**src/rtl/camera_frame_dma.sv**
```systemverilog
// camera_frame_dma: frame-capture DMA engine. Pixel words are buffered in an
// internal FIFO and written to memory as bus-master bursts. It is configured
// and monitored through a custom-instruction port.
// Optional feature: define CAMERA_FRAME_DMA_DOUBLE_BUFFER_EN for ping-pong
// frame buffers (baseA/baseB alternate on each completed frame).
module camera_frame_dma #(
    parameter logic [7:0]  customInstructionId = 8'd0,
    parameter int unsigned fifoDepthLog2       = 4,
    parameter int unsigned maxBurst            = 16
) (
    input  logic        clock,
    input  logic        reset,
    input  logic        frameStart,
    input  logic        frameEnd,
    input  logic        pixelValid,
    input  logic [31:0] pixelWord,
    input  logic        ciStart,
    input  logic        ciCke,
    input  logic [7:0]  ciN,
    input  logic [31:0] ciValueA,
    input  logic [31:0] ciValueB,
    output logic [31:0] ciResult,
    output logic        ciDone,
    output logic        requestBus,
    input  logic        busGrant,
    output logic        beginTransactionOut,
    output logic        endTransactionOut,
    output logic [31:0] addressDataOut,
    output logic [3:0]  byteEnablesOut,
    output logic        dataValidOut,
    output logic [7:0]  burstSizeOut,
    input  logic        busyIn,
    input  logic        busErrorIn
);

    localparam int unsigned DEPTH = 1 << fifoDepthLog2;
    localparam int unsigned PW    = fifoDepthLog2;
    localparam int unsigned CW    = fifoDepthLog2 + 1;

    typedef enum logic [2:0] {
        S_IDLE, S_REQUEST, S_INIT, S_BURST, S_END, S_ABORT
    } state_t;

    // Burst length is kept within 1..maxBurst
    function automatic logic [8:0] clamp_len(input logic [8:0] v);
        if (v == 9'd0) return 9'd1;
        if (32'(v) > maxBurst) return 9'(maxBurst);
        return v;
    endfunction

    // Overflow counter saturates instead of wrapping
    function automatic logic [15:0] sat_inc(input logic [15:0] v);
        return (v == 16'hFFFF) ? v : v + 16'd1;
    endfunction

    state_t        state, state_next;
    logic [31:0]   base_a;
    logic [31:0]   base_b_rd;
    logic [31:0]   arm_base;
    logic [8:0]    len_cfg;
    logic [8:0]    burst_len;
    logic [1:0]    mode;
    logic [31:0]   addr;
    logic          capturing, flush, frame_done, error;
    logic          active_buf;
    logic [15:0]   overflow_count;
    logic [31:0]   mem [DEPTH];
    logic [PW-1:0] wr_ptr, rd_ptr;
    logic [CW-1:0] count;
    logic [8:0]    remaining, burst_n;
    logic          trigger;
    logic [8:0]    trig_len;
    logic          ci_sel;
    logic [2:0]    ci_op;
    logic          push_req, full, pop, push, overflow;
    logic          mode_on, arm, complete;
    logic [31:0]   status;
    logic          unused_bits;

    assign ci_sel      = ciStart & ciCke & (ciN == customInstructionId);
    assign ci_op       = ciValueA[2:0];
    assign ciDone      = ci_sel;
    assign unused_bits = ^ciValueA[31:3];

    assign push_req = pixelValid & capturing;
    assign full     = (count == CW'(DEPTH));
    assign pop      = (state == S_BURST) && !busyIn && !busErrorIn && (remaining != '0);
    assign push     = push_req && (!full || pop);
    assign overflow = push_req && full && !pop;

    assign mode_on  = (mode == 2'b01) || (mode == 2'b10);
    assign arm      = frameStart && !frameEnd && mode_on && !capturing && !flush;
    assign complete = flush && (count == '0) && (state == S_IDLE);
    assign status   = {overflow_count, 12'd0, error, active_buf, capturing, frame_done};

`ifdef CAMERA_FRAME_DMA_DOUBLE_BUFFER_EN
    logic [31:0] base_b;
    assign base_b_rd = base_b;
    assign arm_base  = active_buf ? base_b : base_a;

    // Ping-pong selector flips after every completed frame
    always_ff @(posedge clock or negedge reset) begin
        if (!reset)        active_buf <= 1'b0;
        else if (complete) active_buf <= ~active_buf;
    end

    // Second buffer base, writable only in the double-buffer build
    always_ff @(posedge clock or negedge reset) begin
        if (!reset)                         base_b <= '0;
        else if (ci_sel && ci_op == 3'd2)   base_b <= {ciValueB[31:2], 2'b00};
    end
`else
    assign base_b_rd  = '0;
    assign arm_base   = base_a;
    assign active_buf = 1'b0;
`endif

    // CI readback, zero when the instruction is not addressed to this block
    always_comb begin
        ciResult = '0;
        if (ci_sel) begin
            case (ci_op)
                3'd0:    ciResult = base_a;
                3'd5:    ciResult = base_b_rd;
                3'd6:    ciResult = status;
                3'd7:    ciResult = {31'd0, frame_done};
                default: ciResult = '0;
            endcase
        end
    end

    // Configuration registers; values are sampled into the engine at arming
    always_ff @(posedge clock or negedge reset) begin
        if (!reset) begin
            base_a  <= '0;
            len_cfg <= 9'(maxBurst);
        end else if (ci_sel) begin
            if (ci_op == 3'd1) base_a  <= {ciValueB[31:2], 2'b00};
            if (ci_op == 3'd3) len_cfg <= clamp_len(ciValueB[8:0]);
        end
    end

    // Frame control: arming, flush, completion, abort and mode handling
    always_ff @(posedge clock or negedge reset) begin
        if (!reset) begin
            capturing  <= 1'b0;
            flush      <= 1'b0;
            frame_done <= 1'b0;
            error      <= 1'b0;
            mode       <= 2'b00;
            addr       <= '0;
            burst_len  <= 9'(maxBurst);
        end else begin
            if (pop) addr <= addr + 32'd4;
            if (frameEnd && capturing) begin
                capturing <= 1'b0;
                flush     <= 1'b1;
            end else if (arm) begin
                capturing <= 1'b1;
                addr      <= arm_base;
                burst_len <= len_cfg;
            end
            // a completion in the same cycle as a read-and-clear keeps the flag set
            if (complete) begin
                flush      <= 1'b0;
                frame_done <= 1'b1;
                if (mode == 2'b10) mode <= 2'b00;
            end else if (ci_sel && ci_op == 3'd7) begin
                frame_done <= 1'b0;
            end
            if (ci_sel && ci_op == 3'd4) begin
                mode  <= ciValueB[1:0];
                error <= 1'b0;
            end
            if (state == S_ABORT) begin
                capturing <= 1'b0;
                flush     <= 1'b0;
                error     <= 1'b1;
                mode      <= 2'b00;
            end
        end
    end

    // FIFO storage; contents need no reset since count gates every read
    always_ff @(posedge clock) begin
        if (push) mem[wr_ptr] <= pixelWord;
    end

    // FIFO pointers and occupancy; an abort discards everything buffered
    always_ff @(posedge clock or negedge reset) begin
        if (!reset) begin
            wr_ptr <= '0;
            rd_ptr <= '0;
            count  <= '0;
        end else if (state == S_ABORT) begin
            wr_ptr <= '0;
            rd_ptr <= '0;
            count  <= '0;
        end else begin
            if (push) wr_ptr <= wr_ptr + PW'(1);
            if (pop)  rd_ptr <= rd_ptr + PW'(1);
            if (push && !pop)      count <= count + CW'(1);
            else if (!push && pop) count <= count - CW'(1);
        end
    end

    // Dropped-word accounting
    always_ff @(posedge clock or negedge reset) begin
        if (!reset)        overflow_count <= '0;
        else if (overflow) overflow_count <= sat_inc(overflow_count);
    end

    // Burst length is latched when leaving IDLE and counted down per word
    always_ff @(posedge clock or negedge reset) begin
        if (!reset) begin
            remaining <= '0;
            burst_n   <= '0;
        end else if (state == S_IDLE && trigger) begin
            remaining <= trig_len;
            burst_n   <= trig_len;
        end else if (pop) begin
            remaining <= remaining - 9'd1;
        end
    end

    // FSM state register
    always_ff @(posedge clock or negedge reset) begin
        if (!reset) state <= S_IDLE;
        else        state <= state_next;
    end

    // FSM next state plus burst trigger evaluation
    always_comb begin
        state_next = state;
        trigger    = 1'b0;
        trig_len   = burst_len;
        if (32'(count) >= 32'(burst_len)) begin
            trigger  = 1'b1;
            trig_len = burst_len;
        end else if (flush && count != '0) begin
            trigger  = 1'b1;
            trig_len = 9'(count);
        end
        case (state)
            S_IDLE:    if (trigger) state_next = S_REQUEST;
            S_REQUEST: if (busGrant) state_next = S_INIT;
            S_INIT:    state_next = S_BURST;
            S_BURST: begin
                if (busErrorIn)                         state_next = S_ABORT;
                else if (remaining == '0 && !busyIn)    state_next = S_END;
            end
            S_END:     state_next = S_IDLE;
            S_ABORT:   state_next = S_IDLE;
            default:   state_next = S_IDLE;
        endcase
    end

    // Registered bus outputs; data and valid hold while the slave is busy
    always_ff @(posedge clock or negedge reset) begin
        if (!reset) begin
            requestBus          <= 1'b0;
            beginTransactionOut <= 1'b0;
            endTransactionOut   <= 1'b0;
            addressDataOut      <= '0;
            byteEnablesOut      <= '0;
            dataValidOut        <= 1'b0;
            burstSizeOut        <= '0;
        end else begin
            requestBus          <= (state_next == S_REQUEST) || (state_next == S_INIT) ||
                                   (state_next == S_BURST);
            beginTransactionOut <= (state == S_INIT);
            byteEnablesOut      <= (state == S_INIT) ? 4'hF : 4'h0;
            burstSizeOut        <= (state == S_INIT) ? 8'(burst_n - 9'd1) : 8'd0;
            endTransactionOut   <= (state == S_END) || (state == S_ABORT);
            case (state)
                S_INIT: begin
                    addressDataOut <= addr;
                    dataValidOut   <= 1'b0;
                end
                S_BURST: begin
                    if (busErrorIn) begin
                        addressDataOut <= '0;
                        dataValidOut   <= 1'b0;
                    end else if (pop) begin
                        addressDataOut <= mem[rd_ptr];
                        dataValidOut   <= 1'b1;
                    end else if (!busyIn) begin
                        addressDataOut <= '0;
                        dataValidOut   <= 1'b0;
                    end
                end
                default: begin
                    addressDataOut <= '0;
                    dataValidOut   <= 1'b0;
                end
            endcase
        end
    end

endmodule

```
**config.mk**
```make
export PLATFORM = sky130hd
export DESIGN_NAME = camera_frame_dma
export DESIGN_NICKNAME = d
export VERILOG_FILES = /design/src/rtl/camera_frame_dma.sv
export SDC_FILE = /design/constraint.sdc
export NUM_CORES = 1
export LEC_CHECK = 0
export ABC_AREA = 1
export CORE_AREA = 2 2 277 279
export CTS_BUF_LIST = sky130_fd_sc_hd__clkbuf_16
export CTS_CLUSTER_SIZE = 16
export DETAILED_ROUTE_END_ITERATION = 10
export DIE_AREA = 0 0 279 281
export GPL_TIMING_DRIVEN = 0
export PLACE_DENSITY = 0.56
export SLEW_MARGIN = 10
export SYNTH_ARGS = -nofsm -noshare
export SYNTH_HDL_FRONTEND = slang
export SYNTH_SLANG_ARGS = --single-unit
```
**constraint.sdc**
```tcl
create_clock -name clock -period 2.95 [get_ports clock]
set_clock_uncertainty 0.15 [all_clocks]
set_input_delay 0.59 -clock clock [delete_from_list [all_inputs] [get_ports clock]]
set_output_delay 0.59 -clock clock [all_outputs]
set_load 0.03 [all_outputs]
```
==> impl.org, run 1 <==
** Cells and area
- Layout cells sized above 1 :: 0.111
- Util after Layout :: 0.479
- For this run, the post-layout net count is 3272.
- From synthesis to final layout, the design area changed by 20.8%.
- Commonest cells after routing, fill and taps aside :: sky130_fd_sc_hd__nand2_1 (899), sky130_fd_sc_hd__nand3_1 (551), sky130_fd_sc_hd__edfxtp_1 (512)
- Final design instance area without fill :: 36100 sq um
- Leaving out fill and tap cells, the most frequent cell in the layout is sky130_fd_sc_hd__nand2_1.

** Timing
- Setup repair after global routing could not meet its margin everywhere.
- Across all hold checks on the routed design, the worst slack comes to 0.271 ns.
- The worst path needs 2.89 ns of the cycle, external delays included.
- Max-slew headroom :: 0.236
- Setup violations remaining at the end of the flow were counted as 0.
- Number of slew-limit violations in the final report :: 0
- F_max :: 346 MHz
- Worst slew pin tran :: 1.15 ns
- Hold Vio Cnt, Final :: 0
- Period utilization :: 0.978

** Place
- Number of buffers inserted by port buffering :: 165
- HPWL Detailed :: 66.0 mm
- Routability Congestion :: 0.869
- Placed cell areas :: 33400 sq um

** Clock network
- At the later pin of the worst-skew pair, clock insertion delay measures 0.63 ns.
- Clock-pin slew was measured on the worst setup and hold paths at 0.06 ns.
- CTS sink count :: 689
- CTS buffer count :: 76
- No sink is reached through more buffers than the 3 on the longest clock path.
- Level count of the clock H-tree :: 3
- TritonCTS built the clock tree.
- Clock root buffer :: sky130_fd_sc_hd__clkbuf_16

** Drt
- DRC marker count from the first detailed-route iteration :: 2492
- After detailed routing, the average wire length per cell comes to 22.4 um.
- First-pass detailed-route iteration total :: 5
- Overall routed net length :: 93.6 mm
- Using the TritonRoute via totals, the vias-per-cell ratio works out to 5.36.
- Routed via count :: 22400
- After detailed routing, the number of remaining DRC violations is 0.
- Remaining antenna violation count after routing :: 0

** Global route
- Via count of the first global-routing pass :: 21800
- Total track usage :: 0.238
- Entering global routing, the biggest net connects 93 pins.
- Overflow after GRT :: 0
- First-pass GRT wire length :: 138 mm
- The number of antenna violations at the first check in global routing was 1.

** Worst setup path
- Logic depth of the worst register-to-register path :: 15
- Crit start category :: flop
- Along the worst path, the maximum fanout reaches 10.
- Critical path class :: flop to flop
- STA classifies the critical path endpoint as a flop.
- Data arrives at the worst endpoint at 3.23 ns.
- At the worst endpoint, the required time is 3.30 ns.

** Die
- For this configuration, the core starts out at a cell density of 0.396.
- Overall die height :: 281 um
- The initialized floorplan defines 101 standard-cell rows.
- The die covers 78400 sq um.
- Chip width :: 279 um
- I/O Pins :: 195
- After floorplanning, the core was sized to cover 75400 sq um.

** Synth
- Part of the Yosys area used for sequential elements :: 0.663
- Average footprint of a synthesized cell :: 10.5 sq um
- In the synthesized netlist the dominant register cell turns out to be sky130_fd_sc_hd__edfxtp_1.
- Counting every net in the synthesized netlist gives 2986.
- Number of instances in the synthesized netlist :: 2851
- In this run, synthesis inferred 512 flip-flops with an integrated enable.
- Combined area of all synthesized cells :: 29900 sq um
- Synthesis Warnings :: 0
- The synthesized netlist contains 50 unique library cells.
- In the synthesized netlist the async set-or-reset flop fraction comes to 0.257.
- Number of synthesized register bits :: 689

** Power
- Total power draw :: 0.0289 W
- IR analysis of the VDD net gives a maximum drop of 0.000506 V.
- Dividing total power by cell area gives a power density of 801 nW/um^2.
- Leakage power of the design :: 14.0 nW

** Run status
- Status :: completed

** Run
- Max-cap violations :: 0

** Min path
- Hold/Removal Path Class :: input port to flop
- WHS Path Cells :: 4
logic make-up after synthesis:
group,count (synthesis),synth area share
simple gates,1662,0.240
flops,689,0.663
buf+inv,264,0.0388
compound gates,159,0.0309
xor+xnor,33,0.00967
mux,23,0.00866
fa+ha+maj,21,0.00904
what timing repair did:
action	4_1_cts	5_1_grt
resized for setup	159	31
pin swaps	2	12
hold buffers	1	0
hold endpoints to repair	84	0
cloned	0	0
buffers inserted	4	16
endpoints found under the setup margin	101	140
sequential cells by signal, indices dropped and copies added (netlist names), 8 cells and up:
register and cells:
overflow_count 16, burstSizeOut 8, burst_len 9, addr 30, len_cfg 9, addressDataOut 32, burst_n 8, mem 512
remaining 9, arm_base 30
final timing paths:
path | start | endpoint | slack (ns)
max in group asynchronous | reset | overflow_count[0]$_DFFE_PN0P_ | 1.34
min in group asynchronous | reset | burstSizeOut[5]$_DFF_PN0_ | 0.40
hold / removal | ciValueA[1] | frame_done$_DFFE_PN0P_ | 0.27
setup reg to reg | remaining[0]$_DFFE_PN0P_ | count[3]$_DFFE_PN0P_ | 0.06
hold reg to reg | len_cfg[6]$_DFFE_PN0P_ | len_cfg[6]$_DFFE_PN0P_ | 0.32
setup / recovery | remaining[0]$_DFFE_PN0P_ | count[3]$_DFFE_PN0P_ | 0.06
cell type report:
type,instances,area [sq um]
Inverter,116,448
Clock inverter,58,492
Antenna cell,1,2.50
Timing Repair Buffer,208,2330
Multi-Input combinational cell,1898,9130
Clock buffer,78,1950
Sequential cell,689,19800
Tap cell,978,1220
Buffer,148,743
Fill cell,6735,39300
report_power, final:
| group | total, W | leakage [nW] | internal (W) | switching, W |
|---|---|---|---|---|
| clock | 0.00928 | 1.25 | 0.00536 | 0.00393 |
| combinational | 0.00856 | 5.89 | 0.00246 | 0.00610 |
| sequential | 0.0111 | 6.89 | 0.0107 | 0.000337 |
| total | 0.0289 | 14.0 | 0.0186 | 0.0104 |
synthesized netlist by cell type, types with 2 or more instances:
cell type / instances / area, sq um
sky130_fd_sc_hd__nor2_4: 2 / 22.5
sky130_fd_sc_hd__nor4_1: 2 / 12.5
sky130_fd_sc_hd__o21ai_2: 9 / 78.8
sky130_fd_sc_hd__nor2_1: 125 / 469
sky130_fd_sc_hd__ha_1: 20 / 250
sky130_fd_sc_hd__nand3_2: 2 / 20.0
sky130_fd_sc_hd__inv_1: 105 / 394
sky130_fd_sc_hd__xnor2_1: 13 / 114
sky130_fd_sc_hd__clkbuf_1: 59 / 221
sky130_fd_sc_hd__buf_2: 58 / 290
sky130_fd_sc_hd__nand3b_1: 5 / 37.5
sky130_fd_sc_hd__mux2_2: 21 / 236
sky130_fd_sc_hd__o21ai_1: 7 / 35.0
sky130_fd_sc_hd__o211ai_1: 16 / 120
sky130_fd_sc_hd__o21a_1: 2 / 15.0
sky130_fd_sc_hd__buf_6: 8 / 90.1
sky130_fd_sc_hd__o22ai_1: 2 / 12.5
sky130_fd_sc_hd__a22oi_1: 5 / 37.5
sky130_fd_sc_hd__o31ai_1: 3 / 22.5
sky130_fd_sc_hd__nand3_1: 551 / 2760
sky130_fd_sc_hd__a31oi_1: 4 / 25.0
sky130_fd_sc_hd__nand2_4: 4 / 45.0
sky130_fd_sc_hd__buf_1: 17 / 63.8
sky130_fd_sc_hd__buf_4: 5 / 37.5
sky130_fd_sc_hd__dfrtp_1: 175 / 4380
sky130_fd_sc_hd__nand2_1: 900 / 3380
sky130_fd_sc_hd__nand4_1: 18 / 113
sky130_fd_sc_hd__nand2_2: 4 / 25.0
sky130_fd_sc_hd__nor2_2: 12 / 75.1
sky130_fd_sc_hd__inv_2: 9 / 33.8
sky130_fd_sc_hd__edfxtp_1: 512 / 15400
sky130_fd_sc_hd__dfstp_2: 2 / 52.6
sky130_fd_sc_hd__a21oi_1: 58 / 290
sky130_fd_sc_hd__o21ai_0: 50 / 250
sky130_fd_sc_hd__nor3_1: 28 / 140
sky130_fd_sc_hd__nor3_2: 4 / 40.0
sky130_fd_sc_hd__xor2_1: 20 / 175
sky130_fd_sc_hd__mux2_1: 2 / 22.5
metal layers:
| metal | part of all wire | up-vias | GRT usage |
|---|---|---|---|
| met4 | 0.032 | 2 | 0.0864 |
| met1 | 0.44 | 11000 | 0.332 |
| met2 | 0.47 | 838 | 0.381 |
| met3 | 0.063 | 155 | 0.0326 |
| li1 | - | 10400 | - |
| met5 | 0.00015 | - | 0 |
stage by stage:
| stage | cells | worst slack (ns) | setup TNS (ns) |
|---|---|---|---|
| floorplan | 2851 | -0.247 | -102.09 |
| global placement | 3994 | -6.38 | -2303.23 |
| detailed placement | 4016 | -0.908 | -200.02 |
| CTS | 4157 | 0.000484 | 0 |
| global route | 4173 | -0.0898 | -0.177 |
| finish | 4174 | 0.0634 | 0 |
critical path, stage by stage (launching register included):
cell	delay, ns
sky130_fd_sc_hd__dfrtp_1	0.37
sky130_fd_sc_hd__inv_1	0.12
sky130_fd_sc_hd__ha_1	0.16
sky130_fd_sc_hd__inv_1	0.04
sky130_fd_sc_hd__nor2_2	0.14
sky130_fd_sc_hd__nand4_4	0.14
sky130_fd_sc_hd__nand2_4	0.15
sky130_fd_sc_hd__buf_8	0.17
sky130_fd_sc_hd__buf_6	0.18
sky130_fd_sc_hd__ha_1	0.19
sky130_fd_sc_hd__inv_1	0.11
sky130_fd_sc_hd__ha_1	0.35
sky130_fd_sc_hd__a21oi_1	0.17
sky130_fd_sc_hd__nand2_1	0.09
sky130_fd_sc_hd__xnor2_1	0.15
sky130_fd_sc_hd__o21ai_0	0.09
Power figures use the tool's default switching activity.
==> run 2: changes to the inputs <==
--- a/config.mk
+++ b/config.mk
@@ -12,6 +12,7 @@
 export DETAILED_ROUTE_END_ITERATION = 10
 export DIE_AREA = 0 0 279 281
 export GPL_TIMING_DRIVEN = 0
+export HOLD_SLACK_MARGIN = 0.05
 export PLACE_DENSITY = 0.56
 export SLEW_MARGIN = 10
 export SYNTH_ARGS = -nofsm -noshare
==> results of run 2 <==
Same layout as run 1: the final DEF is identical, and so are final timing and power.
